===== config.mk =====
export PLATFORM = sky130hd
export DESIGN_NAME = network_controller
export DESIGN_NICKNAME = d
export VERILOG_FILES = /design/src/rtl/network_pkg.sv /design/src/rtl/neuron_mac.sv /design/src/rtl/network_controller.sv
export SDC_FILE = /design/constraint.sdc
export NUM_CORES = 2
export LEC_CHECK = 0
export CAP_MARGIN = 30
export CORE_ASPECT_RATIO = 0.8
export CORE_MARGIN = 10
export CORE_UTILIZATION = 35
export CTS_CLUSTER_DIAMETER = 80
export DETAILED_ROUTE_END_ITERATION = 8
export GPL_ROUTABILITY_DRIVEN = 0
export GPL_TIMING_DRIVEN = 0
export PLACE_DENSITY_LB_ADDON = 0.15
export RECOVER_POWER = 50
export SLEW_MARGIN = 15
export SYNTH_ARGS = -nofsm -noshare
export SYNTH_HDL_FRONTEND = slang
export SYNTH_SLANG_ARGS = --single-unit

===== constraint.sdc =====
create_clock -name clk -period 13.8 [get_ports clk]
set_input_delay 2.76 -clock clk [delete_from_list [all_inputs] [get_ports clk]]
set_output_delay 2.76 -clock clk [all_outputs]
set_load 0.02 [all_outputs]

===== src/rtl/network_pkg.sv =====
// Shared types and default constants for the single-neuron network controller.
package network_pkg;

    localparam int DEF_DATA_W   = 32;
    localparam int DEF_FRAC_W   = 16;
    localparam int DEF_N_INPUTS = 4;

    // Saturation limits of a DEF_DATA_W-bit signed result
    localparam logic [DEF_DATA_W-1:0] SAT_MAX = 32'h7FFF_FFFF;
    localparam logic [DEF_DATA_W-1:0] SAT_MIN = 32'h8000_0000;

    typedef enum logic [1:0] {
        ST_IDLE = 2'd0,
        ST_MAC  = 2'd1,
        ST_ACT  = 2'd2,
        ST_DONE = 2'd3
    } state_e;

endpackage


===== src/rtl/neuron_mac.sv =====
// Combinational signed multiply-add of one input/weight pair into a wide accumulator.
module neuron_mac
    import network_pkg::*;
#(
    parameter int DATA_W = DEF_DATA_W,
    parameter int ACC_W  = 2 * DEF_DATA_W + 2
) (
    input  logic [DATA_W-1:0] in_val,
    input  logic [DATA_W-1:0] weight_val,
    input  logic [ACC_W-1:0]  acc_in,
    output logic [ACC_W-1:0]  acc_out
);

    logic signed [2*DATA_W-1:0] product;

    assign product = $signed(in_val) * $signed(weight_val);
    assign acc_out = acc_in + {{(ACC_W-2*DATA_W){product[2*DATA_W-1]}}, product};

endmodule


===== src/rtl/network_controller.sv =====
// Single-neuron controller: input/weight banks, MAC sequencing, saturation and activation.
// Optional ReLU activation is enabled by defining NETWORK_CONTROLLER_RELU_EN.
module network_controller
    import network_pkg::*;
#(
    parameter int DATA_W   = DEF_DATA_W,
    parameter int FRAC_W   = DEF_FRAC_W,
    parameter int N_INPUTS = DEF_N_INPUTS,
    localparam int ADDR_W  = (N_INPUTS > 1) ? $clog2(N_INPUTS) : 1
) (
    input  logic              clk,
    input  logic              reset,
    input  logic              data_we,
    input  logic [ADDR_W-1:0] data_addr,
    input  logic [DATA_W-1:0] data_in,
    input  logic              weight_we,
    input  logic [ADDR_W-1:0] weight_addr,
    input  logic [DATA_W-1:0] weight_data,
    input  logic              start,
    output logic [DATA_W-1:0] result,
    output logic              result_valid,
    input  logic              result_ready,
    output logic              busy
);

    localparam int ACC_W = 2 * DATA_W + ADDR_W;

    localparam logic [DATA_W-1:0] MAX_V = {1'b0, {(DATA_W-1){1'b1}}};
    localparam logic [DATA_W-1:0] MIN_V = {1'b1, {(DATA_W-1){1'b0}}};
    localparam logic signed [ACC_W-1:0] HI_EXT = {{(ACC_W-DATA_W){1'b0}}, MAX_V};
    localparam logic signed [ACC_W-1:0] LO_EXT = {{(ACC_W-DATA_W){1'b1}}, MIN_V};

    state_e             state_q, state_d;
    logic [ADDR_W-1:0]  idx_q, idx_d;
    logic [ACC_W-1:0]   acc_q, acc_d, acc_sum;
    logic [DATA_W-1:0]  result_q, result_d;
    logic               valid_q, valid_d;

    logic [DATA_W-1:0]  in_q [N_INPUTS];
    logic [DATA_W-1:0]  in_d [N_INPUTS];
    logic [DATA_W-1:0]  w_q  [N_INPUTS];
    logic [DATA_W-1:0]  w_d  [N_INPUTS];

    logic               bank_open;
    logic signed [ACC_W-1:0] shifted;
    logic [DATA_W-1:0]  sat_val, act_val;

    // Banks are only writable while idle, so a run always sees a frozen operand set
    assign bank_open = (state_q == ST_IDLE);

    generate
        for (genvar gi = 0; gi < N_INPUTS; gi++) begin : g_bank
            assign in_d[gi] = (bank_open && data_we && data_addr == ADDR_W'(gi)) ? data_in : in_q[gi];
            assign w_d[gi]  = (bank_open && weight_we && weight_addr == ADDR_W'(gi)) ? weight_data : w_q[gi];

            always_ff @(posedge clk or negedge reset) begin
                if (!reset) begin
                    in_q[gi] <= '0;
                    w_q[gi]  <= '0;
                end else begin
                    in_q[gi] <= in_d[gi];
                    w_q[gi]  <= w_d[gi];
                end
            end
        end
    endgenerate

    neuron_mac #(
        .DATA_W (DATA_W),
        .ACC_W  (ACC_W)
    ) u_mac (
        .in_val     (in_q[idx_q]),
        .weight_val (w_q[idx_q]),
        .acc_in     (acc_q),
        .acc_out    (acc_sum)
    );

    assign shifted = $signed(acc_q) >>> FRAC_W;

    always_comb begin
        if (shifted > HI_EXT) begin
            sat_val = MAX_V;
        end else if (shifted < LO_EXT) begin
            sat_val = MIN_V;
        end else begin
            sat_val = shifted[DATA_W-1:0];
        end
`ifdef NETWORK_CONTROLLER_RELU_EN
        act_val = sat_val[DATA_W-1] ? '0 : sat_val;
`else
        act_val = sat_val;
`endif
    end

    always_comb begin
        state_d  = state_q;
        idx_d    = idx_q;
        acc_d    = acc_q;
        result_d = result_q;
        valid_d  = valid_q;
        case (state_q)
            ST_IDLE: begin
                if (start) begin
                    acc_d   = '0;
                    idx_d   = '0;
                    state_d = ST_MAC;
                end
            end
            ST_MAC: begin
                acc_d = acc_sum;
                idx_d = idx_q + 1'b1;
                if (idx_q == ADDR_W'(N_INPUTS - 1)) begin
                    state_d = ST_ACT;
                end
            end
            ST_ACT: begin
                result_d = act_val;
                valid_d  = 1'b1;
                state_d  = ST_DONE;
            end
            ST_DONE: begin
                if (result_ready) begin
                    valid_d = 1'b0;
                    state_d = ST_IDLE;
                end
            end
            default: state_d = ST_IDLE;
        endcase
    end

    always_ff @(posedge clk or negedge reset) begin
        if (!reset) begin
            state_q  <= ST_IDLE;
            idx_q    <= '0;
            acc_q    <= '0;
            result_q <= '0;
            valid_q  <= 1'b0;
        end else begin
            state_q  <= state_d;
            idx_q    <= idx_d;
            acc_q    <= acc_d;
            result_q <= result_d;
            valid_q  <= valid_d;
        end
    end

    assign result       = result_q;
    assign result_valid = valid_q;
    assign busy         = (state_q != ST_IDLE);

endmodule


-- Word level (Yosys, flattened, before mapping)
Index checks and enable logic that the tools add are counted.
- add/sub/neg operators: 2
- $mul: 1
- $lt $le $gt $ge: 3
- equality and inequality tests: 13
- multiplexer cells: 18
- bitwise operators: 1
- reductions and logical operators: 19
- operators with widths (kind ; number):
    $mux 32 ; 6
    $pmux 66 s2 ; 1
    $bmux 32 s2 ; 2
    $add 66x66->66 ; 1
    $mux 66 ; 1
    $mul 32x32->64 ; 1
    $gt 50x32->1 const B ; 1
    $lt 50x32->1 const B ; 1
    $eq 2x2->1 const B ; 7
    $logic_and 1x1->1 ; 10
    $mux 2 ; 4
    $pmux 2 s4 ; 1
    $eq 2x1->1 const B ; 3
    $logic_not 2->1 ; 3
    $ne 2x2->1 const B ; 3
    $reduce_bool 2->1 ; 3
    $pmux 2 s2 ; 1
    $reduce_and 2->1 ; 2
    $ge 3x3->1 const B ; 1
    $not 2->3 ; 1
    $reduce_and 3->1 ; 1
    $add 2x1->2 const B ; 1
    $pmux 1 s2 ; 1
    $mux 1 ; 1
- register bits after elaboration: 359
- input bits: 74
- output and inout bits: 34
- logic and storage cells: 70

-- Longest topological paths before layout
- word-level depth: 7
- mapped depth: 47

-- Hierarchy
A second synthesis with hierarchy kept.
- cell total of the unflattened synthesis: 5333
- area, all modules: 54867.6 um^2
- by module, submodules not included (module ; instances ; cells an instance ; area each (um^2) ; sequential area each (um^2)):
    neuron_mac ; 1 ; 4345 ; 39551.7 ; 0.0
    network_controller ; 1 ; 988 ; 15315.9 ; 8983.6

-- Least setup slack after synthesis
Ideal clock, no wire load.
- kind: reg-to-reg
- from: reg idx_q[1]
- to: reg acc_q[63]
- library setup time: 129 ps
- arrival time: 11064 ps
- slack: 2607 ps
- stages on the path, launching flop included: 40
- buffers on the path: 4
- cells stage by stage: dfrtp_1 -> clkbuf_1 -> buf_1 -> clkbuf_1 -> mux4_2 -> clkbuf_1 -> nand2_1 -> inv_1 -> fa_1 -> fa_1 -> fa_1 -> inv_1 -> fa_1 -> inv_1 -> fa_1 -> fa_1 -> inv_1 -> fa_1 -> [4 not listed] -> nor2b_1 -> or3_1 -> o31ai_1 -> o21ai_0 -> a211oi_1 -> nor2_1 -> ha_1 -> a21o_1 -> a21o_1 -> a21o_1 -> a21oi_1 -> a31o_2 -> o41ai_2 -> a21bo_2 -> a21o_1 -> a21oi_1 -> xor2_1 -> o21ai_1
- longest elaborated chain between the ends: 7
- elaborated cells on any way between the ends: 10
- those cells by class: 1 x add/sub; 1 x mul; 7 x mux; 1 x bitwise
- ends and longest elaborated chain (item ; RTL line ; RTL):
    from (decl) ; network_controller.sv:34 ; logic [ADDR_W-1:0] idx_q, idx_d;
    from (signal assigned) ; network_controller.sv:140 ; idx_q <= idx_d;
    $not 2->3 (not written as such) * ; network_controller.sv:72, network_controller.sv:73 ;
    $bmux 32 s2 (on tied branches) ; network_controller.sv:72, network_controller.sv:73 ;
    $mux 32 (on tied branches) (2 in series) ; network_controller.sv:72, network_controller.sv:73 ;
    $mul 32x32->64 * ; neuron_mac.sv:16 ; assign product = $signed(in_val) * $signed(weight_val);
    $add 66x66->66 * ; neuron_mac.sv:17 ; assign acc_out = acc_in + {{(ACC_W-2*DATA_W){product[2*DATA_W-1]}}, product};
    $pmux 66 s2 * ; network_controller.sv:101 ; case (state_q)
    to (signal assigned) ; network_controller.sv:135 ; acc_q <= '0;
    to (signal assigned) ; network_controller.sv:141 ; acc_q <= acc_d;
    to (decl) ; network_controller.sv:35 ; logic [ACC_W-1:0] acc_q, acc_d, acc_sum;
Every way passes the cells marked *; elsewhere a longest branch is shown, timed or not. The select of a mux whose other input is x is not followed.
A chain may end at the register's enable or synchronous reset.

-- Final worst setup path
- from: reg idx_q[1]
- to: reg acc_q[65]
Same word-level chain as after synthesis.

==> metrics.txt <==
# TYPE chip_impl_metric gauge
chip_impl_info{name="timing.hold.worst.class",value="flop to flop"} 1
chip_impl_metric{name="final_layout_size_suffix_gt1_share",unit="%"} 10.8
chip_impl_metric{name="core",unit="sq um"} 154000
chip_impl_metric{name="drv_slew",unit=""} 275
chip_impl_metric{name="first_iteration_detailed_routing_drc_count",unit=""} 4245
chip_impl_metric{name="period_needed",unit="ns"} 13.64
chip_impl_metric{name="clock_transition_at_the_registers_of_the_reported_paths",unit="ns"} 0.07
chip_impl_metric{name="final-setup-viol-count",unit=""} 0
chip_impl_info{name="crit_path_class",value="flop to flop"} 1
chip_impl_metric{name="max_cap_viol_count",unit=""} 4
chip_impl_metric{name="yosys_warnings",unit=""} 0
chip_impl_metric{name="gr-usage-all-layers",unit="%"} 24.6
chip_impl_metric{name="floorplan.die_area",unit="sq um"} 172000
chip_impl_metric{name="cts.sink_count",unit=""} 359
chip_impl_info{name="worst_setup_path_startpoint",value="idx_q[1]"} 1
chip_impl_metric{name="holdBufCountCts",unit=""} 0
chip_impl_metric{name="post-route-cell-area",unit="sq um"} 60100
chip_impl_metric{name="max_clock_freq",unit="MHz"} 73.3
chip_impl_metric{name="wire_length_of_the_first_global_routing_pass",unit="um"} 307000
chip_impl_info{name="ys.flop_type",value="sky130_fd_sc_hd__dfrtp_1"} 1
chip_impl_metric{name="routed_via_density",unit=""} 5.27
chip_impl_metric{name="vias",unit=""} 41400
chip_impl_info{name="cp_common_cell",value="sky130_fd_sc_hd__fa_1"} 1
chip_impl_info{name="status",value="finished, violations left"} 1
chip_impl_metric{name="pin_count",unit=""} 108
chip_impl_info{name="cp_slowest_cell",value="sky130_fd_sc_hd__o21ai_2"} 1
chip_impl_info{name="critical_path.endpoint",value="acc_q[65]"} 1
chip_impl_metric{name="synthesis.area_per_instance",unit="sq um"} 9.69
chip_impl_info{name="tritoncts",value="done"} 1
chip_impl_metric{name="drc",unit=""} 0
chip_impl_metric{name="route.detailed.wl_per_inst",unit="um"} 26.8
chip_impl_metric{name="grt_overflow",unit=""} 0
chip_impl_info{name="violations_in_the_final_reports",value="max-capacitance violations, max-slew violations"} 1
chip_impl_metric{name="max_slew_margin",unit="%"} -258
chip_impl_metric{name="fin_worst_skew",unit="ns"} 0.0236
chip_impl_metric{name="hpwlAfterDp",unit="um"} 179000
chip_impl_info{name="final_common_cell",value="sky130_fd_sc_hd__fa_1"} 1
chip_impl_metric{name="synth.ff_latch_count",unit=""} 359
chip_impl_metric{name="clock_path_buffers",unit=""} 3
chip_impl_metric{name="chipHeight",unit="um"} 372
chip_impl_metric{name="drt-total-wl",unit="um"} 211000
chip_impl_metric{name="port-buffer-count",unit=""} 107
chip_impl_metric{name="layout-area-overhead-vs-synth",unit="%"} 10.6
chip_impl_info{name="ctsRootBufferMaster",value="sky130_fd_sc_hd__clkbuf_16"} 1
chip_impl_metric{name="design.final.nets",unit=""} 7202
chip_impl_metric{name="synth_cells",unit=""} 5608
chip_impl_metric{name="syn-num-nets",unit=""} 7019
chip_impl_metric{name="synthArstFlopShare",unit="%"} 100
chip_impl_metric{name="clk-insertion-delay-late",unit="ns"} 0.63
chip_impl_metric{name="rows",unit=""} 129
chip_impl_metric{name="synth_sequential_area_ratio",unit="%"} 16.5
chip_impl_metric{name="first_global_vias",unit=""} 42300
chip_impl_info{name="r2r_end",value="acc_q[65]"} 1
chip_impl_metric{name="die_x",unit="um"} 461
chip_impl_metric{name="placed_instance_area",unit="sq um"} 58700
chip_impl_metric{name="clock_tree.htree_level_count",unit=""} 1
chip_impl_metric{name="rr_worst_depth",unit=""} 38
chip_impl_metric{name="hold_path_stages",unit=""} 2
chip_impl_metric{name="slowest_delay",unit="ns"} 0.77
chip_impl_info{name="holdCritStartpoint",value="acc_q[3]"} 1
chip_impl_metric{name="synth-edff-count",unit=""} 0
chip_impl_metric{name="initial_utilization",unit="%"} 35.2
chip_impl_info{name="setup.worst_path.end_class",value="flop"} 1
chip_impl_metric{name="tritoncts.num_buffers",unit=""} 31
chip_impl_info{name="layout.cells.most_common_list",value="1081 x sky130_fd_sc_hd__fa_1, 982 x sky130_fd_sc_hd__inv_1, 714 x sky130_fd_sc_hd__nand2_1"} 1
chip_impl_metric{name="netlist_area",unit="sq um"} 54300
chip_impl_metric{name="final_min_period_over_clock_period",unit="%"} 98.8
chip_impl_metric{name="ys_types",unit=""} 82
chip_impl_metric{name="cp.required",unit="ns"} 14.37
chip_impl_metric{name="arrival",unit="ns"} 14.21
chip_impl_metric{name="ant_nets",unit=""} 0
chip_impl_metric{name="r2r_slack",unit="ns"} 0.16
chip_impl_metric{name="tightestPinTransition",unit="ns"} 5.38
chip_impl_metric{name="grt_start_max_net_pins",unit=""} 97
chip_impl_info{name="ff_to_ff_start",value="idx_q[1]"} 1
chip_impl_metric{name="timing.final.hold_violations",unit=""} 0
chip_impl_metric{name="critical_path.max_fanout",unit=""} 14
chip_impl_info{name="worstSetupStartpointType",value="flop"} 1
chip_impl_metric{name="detailedRoute.firstPassIterationCount",unit=""} 6
chip_impl_metric{name="antenna_found_initial",unit=""} 13
## how the worst min path moves through the flow
stage | to | slack, ns
3_3_place_gp | acc_q[12] | 0.47
3_5_place_dp | acc_q[6] | 0.48
6_report | acc_q[3] | 0.49
2_1_floorplan | acc_q[10] | 0.46
5_1_grt | in_q[55] | 0.51
4_1_cts | acc_q[6] | 0.50
## registers in the layout, summed over array words and instances (netlist names)
signal,flops
in_q,128
w_q,128
acc_q,66
result,32
idx_q,2
state_q,2
result_valid,1
## repair_timing
action / CTS / global route
setup buffers: 0 / 4
endpoints found under the setup margin: 30 / 11
pin swaps: 0 / 3
gates resized for setup: 88 / 109
## area by class of cell
| class | count | area [sq um] |
|---|---|---|
| Sequential cell | 359 | 8980 |
| Clock inverter | 20 | 280 |
| Clock buffer | 38 | 852 |
| Timing Repair Buffer | 162 | 1680 |
| Inverter | 982 | 3690 |
| Buffer | 278 | 1280 |
| Fill cell | 15600 | 94400 |
| Multi-Input combinational cell | 3977 | 40800 |
| Antenna cell | 6 | 15.0 |
| Tap cell | 2030 | 2540 |
## metal layers
metal / track usage, % / part of all wire, % / vias up
li1: - / - / 17800
met1: 36.0 / 45 / 21500
met2: 35.3 / 41 / 1843
met3: 7.03 / 11 / 282
met4: 6.71 / 3.4 / 2
met5: 0 / 0.0052 / -
## Yosys cell counts, drive strengths merged (56+ instances only)
cell type     n  area [sq um]
inv         982          3690
a21oi       137           686
fa         1083         21700
a21o         79           594
ha          254          3180
mux2i        56           561
nand2       714          2680
o21a         62           465
dfrtp       359          8980
nor2        575          2160
mux2        311          3500
xnor2        79           692
clkbuf      265          1040
o21ai       185           926
## worst max-delay path: cells and delay by family, from the launching register on
| family | cells | cell delay (ns) |
|---|---|---|
| mux | 1 | 0.42 |
| compound gates | 11 | 3.49 |
| fa+ha+maj | 10 | 4.62 |
| flops | 1 | 0.38 |
| xor+xnor | 2 | 0.70 |
| buf+inv | 7 | 2.06 |
| simple gates | 7 | 1.87 |
## stage by stage
step | hold slack (ns) | setup slack (ns) | utilization (%) | setup TNS, ns | instances
5_1_grt | 0.510 | -0.0174 | 38.9 | -0.0174 | 7848
4_1_cts | 0.496 | 0.0557 | 38.8 | 0 | 7840
3_5_place_dp | 0.478 | -1.84 | 38.0 | -23.14 | 7789
2_1_floorplan | 0.456 | 2.61 | - | 0 | 5608
6_report | 0.492 | 0.164 | 38.9 | 0 | 7852
3_3_place_gp | 0.469 | -6.67 | 37.5 | -2409.62 | 7745
## cell families (layout without fill, tap and decap cells)
| logic type | count (synthesis) | after routing | share of synthesized area (%) |
|---|---|---|---|
| compound gates | 637 | 637 | 7.52 |
| xor+xnor | 131 | 131 | 2.14 |
| fa+ha+maj | 1337 | 1337 | 45.7 |
| buf+inv | 1272 | 1480 | 8.91 |
| flops | 359 | 359 | 16.5 |
| mux | 377 | 377 | 7.89 |
| other cells | 0 | 6 | 0 |
| simple gates | 1495 | 1495 | 11.3 |
Power is left out: the tool's default activity adds up to more than one toggle a clock period on the data nets, which glitch-free logic cannot reach.
